[src/rtl/snake_navigation.sv]
// ============================================================================
// Module   : snake_navigation
// Purpose  : Debounced 4-button direction input, 2-entry move queue, and
//            game-tick driven snake heading register.
// Revision : 1.0
// ============================================================================
`default_nettype none

module snake_navigation #(
    parameter int DEBOUNCE_CYCLES = 500000
) (
    input  logic       CLK,
    input  logic       RESET,
    input  logic       BTNU,
    input  logic       BTND,
    input  logic       BTNL,
    input  logic       BTNR,
    input  logic       GAMECLOCK,
    input  logic [1:0] MASTER_STATE,
    output logic [1:0] NAVIGATION_STATE,
    output logic       DIR_CHANGED,
    output logic [1:0] QUEUE_COUNT
);

    localparam int              CNT_W   = $clog2(DEBOUNCE_CYCLES + 1);
    localparam logic [CNT_W-1:0] CNT_MAX = CNT_W'(DEBOUNCE_CYCLES);

    localparam logic [1:0] MS_IDLE   = 2'b00;
    localparam logic [1:0] MS_PLAY   = 2'b01;

    localparam logic [1:0] DIR_RIGHT = 2'b00;
    localparam logic [1:0] DIR_DOWN  = 2'b01;
    localparam logic [1:0] DIR_UP    = 2'b10;
    localparam logic [1:0] DIR_LEFT  = 2'b11;

    // Button index order doubles as priority order: 0 = up (highest).
    logic [3:0] btn_raw;
    logic [3:0] btn_s1_q,   btn_s1_d;
    logic [3:0] btn_s2_q,   btn_s2_d;
    logic [3:0] deb_prev_q, deb_prev_d;
    logic [3:0] deb_level;
    logic [3:0] press;

    assign btn_raw = {BTNR, BTNL, BTND, BTNU};

    genvar gi;
    generate
        for (gi = 0; gi < 4; gi++) begin : g_btn
            logic [CNT_W-1:0] cnt_q, cnt_d;

            always_comb begin
                cnt_d = cnt_q;
                if (!btn_s2_q[gi]) begin
                    cnt_d = '0;
                end else if (cnt_q != CNT_MAX) begin
                    cnt_d = cnt_q + CNT_W'(1);
                end
            end

            always_ff @(posedge CLK) begin
                if (RESET) begin
                    cnt_q <= '0;
                end else begin
                    cnt_q <= cnt_d;
                end
            end

            assign deb_level[gi] = (cnt_q == CNT_MAX);
        end
    endgenerate

    assign press = deb_level & ~deb_prev_q;

    always_comb begin
        btn_s1_d   = btn_raw;
        btn_s2_d   = btn_s1_q;
        deb_prev_d = deb_level;
    end

    logic gc_s1_q,   gc_s1_d;
    logic gc_s2_q,   gc_s2_d;
    logic gc_prev_q, gc_prev_d;
    logic tick;

    always_comb begin
        gc_s1_d   = GAMECLOCK;
        gc_s2_d   = gc_s1_q;
        gc_prev_d = gc_s2_q;
    end

    assign tick = gc_s2_q & ~gc_prev_q;

    logic       cand_valid;
    logic [1:0] cand_dir;

    always_comb begin
        cand_valid = |press;
        cand_dir   = DIR_RIGHT;
        if (press[0]) begin
            cand_dir = DIR_UP;
        end else if (press[1]) begin
            cand_dir = DIR_DOWN;
        end else if (press[2]) begin
            cand_dir = DIR_LEFT;
        end
    end

    logic [1:0][1:0] fifo_q,   fifo_d;
    logic            rd_ptr_q, rd_ptr_d;
    logic            wr_ptr_q, wr_ptr_d;
    logic [1:0]      count_q,  count_d;
    logic [1:0]      nav_q,    nav_d;
    logic            dir_chg_q, dir_chg_d;

    logic [1:0] ref_dir;
    logic       enq;
    logic       pop;

    // The tail sits just behind the write pointer; with a 2-deep FIFO that is ~wr_ptr.
    assign ref_dir = (count_q != 2'd0) ? fifo_q[~wr_ptr_q] : nav_q;

    always_comb begin
        fifo_d    = fifo_q;
        rd_ptr_d  = rd_ptr_q;
        wr_ptr_d  = wr_ptr_q;
        count_d   = count_q;
        nav_d     = nav_q;
        dir_chg_d = 1'b0;
        enq       = 1'b0;
        pop       = 1'b0;

        if (MASTER_STATE != MS_PLAY) begin
            rd_ptr_d = 1'b0;
            wr_ptr_d = 1'b0;
            count_d  = 2'd0;
            if (MASTER_STATE == MS_IDLE) begin
                nav_d = DIR_RIGHT;
            end
        end else begin
            enq = cand_valid && (count_q < 2'd2) && (cand_dir != ref_dir) &&
                  ((cand_dir ^ ref_dir) != 2'b11);
            pop = tick && (count_q != 2'd0);

            if (pop) begin
                nav_d     = fifo_q[rd_ptr_q];
                rd_ptr_d  = ~rd_ptr_q;
                dir_chg_d = 1'b1;
            end
            if (enq) begin
                fifo_d[wr_ptr_q] = cand_dir;
                wr_ptr_d         = ~wr_ptr_q;
            end
            count_d = count_q + {1'b0, enq} - {1'b0, pop};
        end
    end

    always_ff @(posedge CLK) begin
        if (RESET) begin
            btn_s1_q   <= '0;
            btn_s2_q   <= '0;
            deb_prev_q <= '0;
            gc_s1_q    <= 1'b0;
            gc_s2_q    <= 1'b0;
            gc_prev_q  <= 1'b0;
            fifo_q     <= '0;
            rd_ptr_q   <= 1'b0;
            wr_ptr_q   <= 1'b0;
            count_q    <= 2'd0;
            nav_q      <= DIR_RIGHT;
            dir_chg_q  <= 1'b0;
        end else begin
            btn_s1_q   <= btn_s1_d;
            btn_s2_q   <= btn_s2_d;
            deb_prev_q <= deb_prev_d;
            gc_s1_q    <= gc_s1_d;
            gc_s2_q    <= gc_s2_d;
            gc_prev_q  <= gc_prev_d;
            fifo_q     <= fifo_d;
            rd_ptr_q   <= rd_ptr_d;
            wr_ptr_q   <= wr_ptr_d;
            count_q    <= count_d;
            nav_q      <= nav_d;
            dir_chg_q  <= dir_chg_d;
        end
    end

    assign NAVIGATION_STATE = nav_q;
    assign DIR_CHANGED      = dir_chg_q;
    assign QUEUE_COUNT      = count_q;

endmodule

`default_nettype wire

[config.mk]
export PLATFORM = sky130hd
export DESIGN_NAME = snake_navigation
export DESIGN_NICKNAME = d
export VERILOG_FILES = /design/src/rtl/snake_navigation.sv
export SDC_FILE = /design/constraint.sdc
export NUM_CORES = 1
export LEC_CHECK = 0
export BUFFER_PORTS_ARGS = -buffer_cell sky130_fd_sc_hd__buf_2
export CAP_MARGIN = 20
export CORE_MARGIN = 2
export CORE_UTILIZATION = 35
export CTS_BUF_LIST = sky130_fd_sc_hd__clkbuf_8 sky130_fd_sc_hd__clkbuf_16
export DETAILED_ROUTE_END_ITERATION = 6
export HOLD_SLACK_MARGIN = 0.1
export SYNTH_ARGS = -nofsm -noshare
export SYNTH_HDL_FRONTEND = slang
export SYNTH_SLANG_ARGS = --single-unit
export TNS_END_PERCENT = 1
[constraint.sdc]
create_clock -name CLK -period 4.2 [get_ports CLK]
set_input_delay 0.21 -clock CLK [delete_from_list [all_inputs] [get_ports CLK]]
set_output_delay 0.21 -clock CLK [all_outputs]
set_load 0.01 [all_outputs]
==> results of run 1 <==
## kinds of logic after synthesis
family	count (synthesis)	synth area share, %
mux	8	1.840
buf+inv	31	2.516
compound gates	35	5.601
simple gates	268	30.11
flops	102	44.16
fa+ha+maj	10	2.706
xor+xnor	69	13.07
## per-layer routing
metal | vias to the layer above | global-route usage (%)
met5 | - | 0
met4 | 0 | 5.506
met3 | 7 | 2.490
met2 | 20 | 19.86
met1 | 1589 | 16.61
li1 | 1811 | -
## placed cells by master, fill, tap and decap left out, types with 5 or more instances in the layout
cell	count
nor3_1	9
and4_1	8
ha_1	10
nor4b_1	10
nand4_1	19
buf_2	13
o21ai_0	7
nand2_1	28
and3_1	12
inv_1	17
nand2b_1	12
nor2b_1	17
a21oi_1	13
or3_1	9
clkbuf_16	9
xnor2_1	27
nand3b_1	5
nand3_1	27
xor2_1	42
nor2_1	96
dfxtp_1	102
## synth_stat cells (all sizes together), types with 9 or more instances
cell type	instances	area, um^2
nor2b	17	106.4
nor3	9	45.04
xor2	42	367.9
clkbuf	13	48.80
nor2	96	360.4
nand4	19	118.9
a21oi	13	65.06
xnor2	27	236.5
dfxtp	102	2042
nor4b	10	87.58
nand2	28	105.1
ha	10	125.1
or3	9	56.30
nand2b	12	75.07
inv	17	63.81
nand3	27	135.1
and3	12	75.07
## report_power, final
group          total (uW)  switching (uW)  internal [uW]
clock                 853             359            494
sequential            975            2.50            972
combinational        28.4            16.3           12.1
## registers in the layout, summed over array words and instances (netlist names)
name,flops
gc_s1_q,1
NAVIGATION_STATE,2
fifo_q,4
g_btn.cnt_q,76
gc_prev_d,1
btn_s2_q,4
DIR_CHANGED,1
QUEUE_COUNT,2
wr_ptr_q,1
rd_ptr_q,1
btn_s1_q,4
deb_prev_q,4
gc_prev_q,1
## metrics by stage
stage / total power (uW) / instances / utilization, %
2_1_floorplan: 1015 / 523 / -
3_3_place_gp: 1023 / 694 / 37.99
3_5_place_dp: 1024 / 694 / 37.99
4_1_cts: 1889 / 713 / 40.71
5_1_grt: 1930 / 713 / 40.71
6_report: 1856 / 713 / 40.71
## worst max path at each step
stage | endpoint | slack, ps
detailed placement | QUEUE_COUNT[1]$_SDFF_PP0_ | 1330
global placement | QUEUE_COUNT[1]$_SDFF_PP0_ | 1370
finish | QUEUE_COUNT[1]$_SDFF_PP0_ | 1330
floorplan | QUEUE_COUNT[1]$_SDFF_PP0_ | 1550
CTS | QUEUE_COUNT[1]$_SDFF_PP0_ | 1310
global route | QUEUE_COUNT[1]$_SDFF_PP0_ | 1090
## layout make-up
class	instances	area share, %
Clock buffer	11	4.860
Clock inverter	4	1.059
Sequential cell	102	39.27
Inverter	17	1.227
Timing Repair Buffer	17	2.021
Multi-Input combinational cell	390	47.43
Tap cell	172	4.139
## repair_timing
| item | CTS | global route |
|---|---|---|
| resized for setup | 0 | 0 |
| hold endpoints to repair | 4 | 0 |
| hold buffers | 4 | 0 |
## worst register-to-register path, delay by kind of cell, from the launching register on
family                     cells  cell delay, ps
AOI/OAI and AO/OA              2             570
xor gates and xnor gates       2             290
adders and majority gates      2             450
buffers and inverters          1              40
DFF                            1             370
and+or+nand+nor                5            1040
==> impl_metrics.py, run 1 <==
metrics = {
    "timing": {
        "post-route-period-util_pct": 68.24,
        "hold_viol": 0,
        "slew_headroom_pct": 51.16,
        "rsz0062_at_grt": "false",
        "slew_viol_final": 0,
        "fin_skew_ps": 10.70,
        "setup_slack_ps": 1334,
        "setup_viol": 0,
        "worst-slew-pin-transition_ps": 732.6,
        "hold_slack_ps": 99.75,
        "setup_tns_ps": 0,
        "fin_crit_ps": 2866,
        "clock.fmax_mhz": 348.9,
    },
    "placed_design": {
        "pre_cts_ws_ps": 1331,
        "dp_hpwl_um": 6022,
        "port_buffers": 13,
        "place.gp.congestion": 0.8161,
        "placed_area_um2": 4852,
    },
    "critical_path": {
        "worst_setup_path_end_kind": "flop",
        "worstPathCellList": "nor4b_1, nand4_1, or3_1, o21a_1, o41ai_1, nand2b_1, ha_1, inv_1, ha_1, xor2_1, xnor2_1, nor2_1",
        "start_kind": "flop",
        "cp_max_fo": 7,
        "worstSetupPathDepth": 12,
        "required_ps": 4430,
        "reg2reg_from": "g_btn[3].cnt_q[10]$_SDFFE_PP0P_",
        "crit_type": "reg2reg",
        "r2r_cells": 12,
        "r2r_end": "QUEUE_COUNT[1]$_SDFF_PP0_",
        "worst_path_max_delay_cell": "or3_1",
        "slowest_delay_ps": 430,
        "crit_family": "simple AND/OR/NAND/NOR gates",
        "crit_buf_inv": 1,
        "startpoint": "g_btn[3].cnt_q[10]$_SDFFE_PP0P_",
        "r2r_slack_ps": 1330,
        "critPathMostFrequentCell": "ha_1",
        "arrival_ps": 3100,
    },
    "die": {
        "num_rows": 41,
        "initial_utilization_pct": 36.20,
        "io_pins": 14,
        "core-area_um2": 12770,
        "die_x_um": 118.9,
        "die_h_um": 118.9,
        "dieArea_um2": 14150,
    },
    "logic_synthesis": {
        "ys_ff_latch": 102,
        "synthesis.instances": 523,
        "synth-seq-area-share_pct": 44.16,
        "syn_nets": 542,
        "syn_area_per_cell_um2": 8.842,
        "synth-main-ff-cell": "dfxtp_1",
        "yosysUniqueCellTypes": 42,
        "synth_edf_count": 0,
        "synthesis.area_um2": 4624,
        "ys_warn_count": 0,
        "synthArstFlopShare_pct": 0,
    },
    "clock_network": {
        "cts_setup_buffers": 0,
        "cts.sinks": 102,
        "cts_root_buf": "clkbuf_16",
        "cts_buffers": 9,
        "clk_latency_ps": 350,
        "clkTransAtPathRegs_ps": 70,
        "htreeDepth": 3,
        "clock_path_buffers": 2,
        "cts_tree": "yes",
    },
    "hold_path": {
        "min_to": "gc_s1_q$_SDFF_PP0_",
        "hold_class": "in2reg",
        "holdPathStages": 2,
        "hp-start": "GAMECLOCK",
    },
    "route": {
        "postRouteAntennaNets": 0,
        "wl_per_cell_um": 11.87,
        "vias": 3427,
        "wl_met2_um": 3832,
        "drc": 0,
        "first_pass_iters": 4,
        "dr_wl_met3_um": 112,
        "top_layer": "met4",
        "routed_wl_um": 8461,
        "drt-initial-drc-count": 121,
        "avgViaCountPerCell": 4.806,
        "wl_met1_um": 4420,
    },
    "global_route": {
        "grtUsageTotal_pct": 12.56,
        "grt_pass1_vias": 3176,
        "overflow": 0,
        "antenna_found_initial": 0,
        "grt_max_degree": 29,
        "grt_pass1_wl_um": 14640,
    },
    "run": {
        "maxCapViolations": 0,
    },
    "cells_and_area": {
        "n_fill_cell": 1253,
        "drive_above_1_share_pct": 6.839,
        "diodes": 0,
        "layout.nets": 556,
        "final_area_um2": 5200,
        "multi_input_area_um2": 2466,
        "areaGrowthSynthToFinish_pct": 12.45,
        "seq_area_um2": 2042,
    },
    "power": {
        "ir_drop_v": 0.0002634,
        "p_leak_uw": 0.001687,
        "powerDensity_nw_per_um2": 357.0,
    },
    "status": {
        "outcome": "completed",
    },
}
Note: power is estimated with default switching activity, not from simulation.
==> run 2, diff against run 1 <==
==> constraint.sdc (replaced) <==
create_clock -name CLK -period 2.7 [get_ports CLK]
set_input_delay 0.135 -clock CLK [delete_from_list [all_inputs] [get_ports CLK]]
set_output_delay 0.135 -clock CLK [all_outputs]
set_load 0.01 [all_outputs]
==> run 2 against run 1 <==
Compared with the run above: cell count is 5.5% higher; routed wire length is 6.6% higher; die area stayed put; clock skew is 4.5 ps lower; clock power is 49% higher; fmax is 11% higher; worst setup slack worse by 1200 ps; critical path depth stayed put; highest routed layer unchanged; non-clock buffer count is 40 higher; register-to-register slack worse by 1200 ps; count of clock-buffer cells in the layout is 2 lower.
==> impl_metrics.py, run 2 (same netlist as run 1, synthesis figures left out) <==
metrics = {
    "clock_network": {
        "cts_tree": "yes",
        "cts_buffers": 9,
        "htreeDepth": 3,
        "clkTransAtPathRegs_ps": 70,
        "clk_latency_ps": 350,
        "cts.sinks": 102,
        "clock_path_buffers": 2,
        "cts_root_buf": "clkbuf_16",
    },
    "timing": {
        "slew_headroom_pct": 51.08,
        "setup_viol": 0,
        "worst-slew-pin-transition_ps": 733.8,
        "hold_slack_ps": 163.6,
        "clock.fmax_mhz": 387.1,
        "fin_crit_ps": 2583,
        "post-route-period-util_pct": 95.67,
        "rsz0062_at_grt": "true",
        "setup_slack_ps": 116.9,
        "fin_skew_ps": 6.188,
        "slew_viol_final": 0,
        "setup_tns_ps": 0,
        "hold_viol": 0,
    },
    "power": {
        "p_leak_uw": 0.001914,
        "power.share.clock_pct": 44.8,
        "netSwitchingFraction_pct": 20.71,
        "ir_drop_v": 0.0003234,
        "p_sw_uw": 586.9,
        "combPwrFrac_pct": 1.7,
        "p_int_uw": 2247,
        "powerDensity_nw_per_um2": 509.6,
        "pwr-share-seq_pct": 53.5,
    },
    "route": {
        "drt-initial-drc-count": 122,
        "vias": 3640,
        "postRouteAntennaNets": 0,
        "routed_wl_um": 9017,
        "drc": 0,
        "avgViaCountPerCell": 4.840,
        "first_pass_iters": 5,
        "wl_per_cell_um": 11.99,
    },
    "cells_and_area": {
        "areaGrowthSynthToFinish_pct": 20.27,
        "final_area_um2": 5562,
        "fin_util_pct": 43.54,
        "multi_input_area_um2": 2545,
        "largest_reg_flops": 76,
        "diodes": 0,
        "final_common_cell": "dfxtp_1",
        "n_fill_cell": 1248,
        "seq_area_um2": 2044,
        "regMostFlops": "g_btn.cnt_q",
        "final_cell_mix": "100 x dfxtp_1, 96 x nor2_1, 42 x xor2_1",
        "layout.nets": 596,
        "drive_above_1_share_pct": 15.17,
    },
    "hold_path": {
        "hold_class": "in2reg",
        "holdPathStages": 2,
        "hp-start": "RESET",
        "min_to": "deb_prev_q[1]$_SDFF_PP0_",
    },
    "critical_path": {
        "critPathMostFrequentCell": "ha_1",
        "start_kind": "flop",
        "reg2reg_from": "g_btn[2].cnt_q[3]$_SDFFE_PP0P_",
        "r2r_end": "QUEUE_COUNT[1]$_SDFF_PP0_",
        "slowest_delay_ps": 420,
        "crit_type": "reg2reg",
        "worst_setup_path_end_kind": "flop",
        "r2r_cells": 12,
        "r2r_slack_ps": 120,
        "worstSetupPathDepth": 12,
        "required_ps": 2930,
        "crit_buf_inv": 1,
        "crit_family": "simple AND/OR/NAND/NOR gates",
        "cp_max_fo": 2,
        "arrival_ps": 2810,
        "worstPathCellList": "nor4b_4, nand4_1, or3_4, o21a_1, o41ai_2, nand2b_1, ha_1, inv_1, ha_1, xor2_1, xnor2_1, nor2_1",
        "worst_path_max_delay_cell": "or3_4",
    },
    "die": {
        "die_h_um": 118.9,
        "initial_utilization_pct": 36.20,
        "io_pins": 14,
        "dieArea_um2": 14150,
        "core-area_um2": 12770,
        "die_x_um": 118.9,
        "num_rows": 41,
    },
    "run": {
        "maxCapViolations": 0,
    },
    "placed_design": {
        "port_buffers": 13,
        "placed_area_um2": 5137,
        "place.gp.congestion": 0.8007,
        "dp_hpwl_um": 6454,
        "pre_cts_ws_ps": -89.95,
    },
    "global_route": {
        "grt_pass1_wl_um": 15370,
        "overflow": 0,
        "grtUsageTotal_pct": 13.29,
        "grt_pass1_vias": 3376,
        "antenna_found_initial": 0,
        "grt_max_degree": 20,
    },
    "status": {
        "outcome": "completed",
    },
}
==> run 2: cell type report <==
type                       count  area share (%)
clock inverter                 5           1.080
clock buffer                   9           4.049
timing repair buffer          57           7.334
sequential                   102           36.76
tap                          172           3.870
multi-input combinational    390           45.76
inverter                      17           1.147
==> run 2: metal layers <==
| metal | routed length, um | global-route usage (%) | vias up |
|---|---|---|---|
| met1 | 4358 | 17.22 | 1693 |
| met5 | 0 | 0 | - |
| met2 | 4179 | 21.12 | 50 |
| met4 | 127 | 3.943 | 0 |
| met3 | 351 | 4.262 | 9 |
| li1 | - | - | 1888 |
==> run 2: power groups by stage <==
stage	registers (uW)	clock network [uW]	logic, uW
4_1_cts	1520	1310	50.3
2_1_floorplan	1550	0	29.3
5_1_grt	1520	1370	55.3
3_5_place_dp	1550	0	44.7
6_report	1520	1270	49.4
3_3_place_gp	1550	0	43.3
==> run 2: timing repair <==
item,CTS,global route
pin swaps,1,8
cloned,0,0
resized for setup,4,10
hold buffers,5,0
buffers inserted,0,1
endpoints found under the setup margin,1,3
endpoints found under the hold margin,5,0
==> run 2: metrics by stage <==
stage / total power (uW) / instances
2_1_floorplan: 1579 / 523
3_3_place_gp: 1594 / 732
3_5_place_dp: 1595 / 732
4_1_cts: 2876 / 751
5_1_grt: 2942 / 752
6_report: 2834 / 752
==> run 2: how the worst max path moves through the flow <==
stage / endpoint / from / slack [ps]
final: QUEUE_COUNT[1]$_SDFF_PP0_ / g_btn[2].cnt_q[3]$_SDFFE_PP0P_ / 120
after global routing: QUEUE_COUNT[1]$_SDFF_PP0_ / g_btn[2].cnt_q[2]$_SDFFE_PP0P_ / -70
after CTS: QUEUE_COUNT[1]$_SDFF_PP0_ / g_btn[2].cnt_q[6]$_SDFFE_PP0P_ / 5
after detailed placement: QUEUE_COUNT[1]$_SDFF_PP0_ / g_btn[2].cnt_q[3]$_SDFFE_PP0P_ / -90
after global placement: QUEUE_COUNT[1]$_SDFF_PP0_ / g_btn[2].cnt_q[3]$_SDFFE_PP0P_ / -50
after floorplan: QUEUE_COUNT[1]$_SDFF_PP0_ / g_btn[3].cnt_q[10]$_SDFFE_PP0P_ / 50
==> run 3, diff against run 2 <==
--- a/config.mk
+++ b/config.mk
@@ -6,7 +6,6 @@
 export NUM_CORES = 1
 export LEC_CHECK = 0
 export BUFFER_PORTS_ARGS = -buffer_cell sky130_fd_sc_hd__buf_2
-export CAP_MARGIN = 20
 export CORE_MARGIN = 2
 export CORE_UTILIZATION = 35
 export CTS_BUF_LIST = sky130_fd_sc_hd__clkbuf_8 sky130_fd_sc_hd__clkbuf_16
==> constraint.sdc (replaced) <==
create_clock -name CLK -period 2.1 [get_ports CLK]
set_input_delay 0.105 -clock CLK [delete_from_list [all_inputs] [get_ports CLK]]
set_output_delay 0.105 -clock CLK [all_outputs]
set_load 0.01 [all_outputs]
==> run 3 against run 2 <==
Compared with the run above: the run now ends with setup timing left; die area is the same; cell count grew 9.3%; count of clock-buffer cells in the layout grew 1; design area grew 11%; sequential power grew 28%; first-iteration DRC count grew 18%; critical path depth is the same; hold slack lost 43 ps; flip-flop and latch count is the same; routed wire length grew 9.2%; critical path type unchanged; critical endpoint unchanged; largest power group unchanged.
==> impl_metrics.py, run 3 (same netlist as run 1, synthesis figures left out) <==
metrics = {
    "timing": {
        "fin_skew_ps": 8.235,
        "setup_slack_ps": -564.1,
        "rsz0062_at_grt": "true",
        "hold_viol": 0,
        "clock.fmax_mhz": 375.4,
        "slew_headroom_pct": 48.61,
        "slew_viol_final": 0,
        "setup_tns_ps": -2265,
        "post-route-period-util_pct": 126.9,
        "worst-slew-pin-transition_ps": 770.8,
        "fin_crit_ps": 2664,
        "setup_viol": 6,
    },
    "cells_and_area": {
        "layout.nets": 664,
        "diodes": 0,
        "final_cell_mix": "107 x buf_4, 98 x dfxtp_1, 96 x nor2_1",
        "regMostFlops": "g_btn.cnt_q",
        "areaGrowthSynthToFinish_pct": 33.50,
        "final_common_cell": "buf_4",
        "fin_cells": 822,
        "n_fill_cell": 1189,
        "largest_reg_flops": 76,
        "drive_above_1_share_pct": 26.15,
    },
    "die": {
        "dieArea_um2": 14150,
        "die_h_um": 118.9,
        "io_pins": 14,
        "die_x_um": 118.9,
        "num_rows": 41,
        "core-area_um2": 12770,
        "initial_utilization_pct": 36.20,
    },
    "hold_path": {
        "hold_class": "in2reg",
        "min_to": "deb_prev_q[2]$_SDFF_PP0_",
        "holdPathStages": 2,
        "hp-start": "RESET",
    },
    "route": {
        "first_pass_iters": 4,
        "drc": 0,
        "wl_per_cell_um": 11.98,
        "wl_met1_um": 4690,
        "drt-initial-drc-count": 144,
        "avgViaCountPerCell": 4.770,
        "dr_wl_met3_um": 230,
        "postRouteAntennaNets": 0,
        "top_layer": "met4",
        "wl_met2_um": 4762,
        "vias": 3921,
        "routed_wl_um": 9846,
    },
    "power": {
        "pwr-share-seq_pct": 52.7,
        "p_int_uw": 2929,
        "netSwitchingFraction_pct": 20.71,
        "powerDensity_nw_per_um2": 598.4,
        "power.share.clock_pct": 45.4,
        "ir_drop_v": 0.0004579,
        "p_sw_uw": 764.9,
        "p_leak_uw": 0.002293,
        "combPwrFrac_pct": 1.9,
    },
    "placed_design": {
        "place.gp.congestion": 0.7938,
        "dp_hpwl_um": 7172,
        "place_inst": 801,
        "port_buffers": 13,
    },
    "clock_network": {
        "clock_path_buffers": 2,
        "clkTransAtPathRegs_ps": 70,
        "cts_root_buf": "clkbuf_16",
        "cts_setup_buffers": 0,
        "cts_tree": "yes",
        "clk_latency_ps": 340,
        "cts_buffers": 9,
        "htreeDepth": 3,
        "cts.sinks": 102,
    },
    "critical_path": {
        "worstPathCellList": "nor4b_4, nand4_1, or3_4, o21a_1, o41ai_2, nand2b_1, ha_1, inv_2, ha_4, xor2_1, xnor2_1, nor2_1",
        "arrival_ps": 2880,
        "slowest_delay_ps": 410,
        "reg2reg_from": "g_btn[3].cnt_q[12]$_SDFFE_PP0P_",
        "crit_type": "reg2reg",
        "crit_buf_inv": 1,
        "required_ps": 2320,
        "worst_path_max_delay_cell": "or3_4",
        "r2r_cells": 12,
        "startpoint": "g_btn[3].cnt_q[12]$_SDFFE_PP0P_",
        "worst_setup_path_end_kind": "flop",
        "start_kind": "flop",
        "cp_max_fo": 2,
        "crit_family": "simple AND/OR/NAND/NOR gates",
        "r2r_slack_ps": -560,
        "r2r_end": "QUEUE_COUNT[1]$_SDFF_PP0_",
    },
    "global_route": {
        "grtUsageTotal_pct": 14.42,
        "overflow": 0,
        "grt_pass1_vias": 3899,
        "antenna_found_initial": 0,
        "grt_max_degree": 20,
        "grt_pass1_wl_um": 17000,
    },
    "status": {
        "outcome": "finished, violations left",
        "violations": "setup timing",
    },
    "run": {
        "maxCapViolations": 0,
    },
}
-- run 3: timing repair --
item | CTS | global route
resized for setup | 15 | 8
hold endpoints to repair | 5 | 0
pin swaps | 4 | 3
hold buffers | 5 | 0
endpoints found under the setup margin | 7 | 7
-- run 3: power by group through the flow --
stage	clock (uW)	sequential, uW	combinational, uW
finish	1680	1950	69.2
global route	1810	1950	76.8
CTS	1730	1950	69.8
detailed placement	0	1990	62.7
global placement	0	1990	60.7
floorplan	0	1990	37.6
-- run 3: cell type report --
cell class / instances / area (um^2) / share of cell area (%)
Clock inverter: 6 / 62.56 / 1.013
Tap cell: 172 / 215.2 / 3.486
Clock buffer: 10 / 239.0 / 3.871
Inverter: 17 / 63.81 / 1.034
Sequential cell: 102 / 2047 / 33.16
Multi-Input combinational cell: 390 / 2628 / 42.56
Timing Repair Buffer: 125 / 918.4 / 14.88
-- run 3: worst max path at each step --
stage / endpoint / slack [ps] / cells past startpoint
global route: QUEUE_COUNT[1]$_SDFF_PP0_ / -720 / 12
finish: QUEUE_COUNT[1]$_SDFF_PP0_ / -560 / 12
detailed placement: QUEUE_COUNT[1]$_SDFF_PP0_ / -610 / 12
floorplan: QUEUE_COUNT[1]$_SDFF_PP0_ / -390 / 12
global placement: QUEUE_COUNT[1]$_SDFF_PP0_ / -530 / 12
CTS: QUEUE_COUNT[1]$_SDFF_PP0_ / -550 / 12
-- run 3: routing by layer --
layer | vias up | track usage, %
met5 | - | 0
met4 | 0 | 4.167
met3 | 10 | 2.730
met2 | 40 | 25.47
met1 | 1845 | 17.81
li1 | 2026 | -
-- run 3: stage by stage --
stage	utilization [%]	power, uW	cell area (um^2)	hold slack, ps	worst slack, ps
finish	48.33	3694	6173	120.4	-564.1
global route	48.33	3833	6173	153.3	-719.0
CTS	47.93	3747	6122	115.6	-546.2
detailed placement	44.53	2055	5688	330.1	-606.7
global placement	44.53	2053	5688	319.2	-530.6
floorplan	-	2030	4657	233.2	-387.3
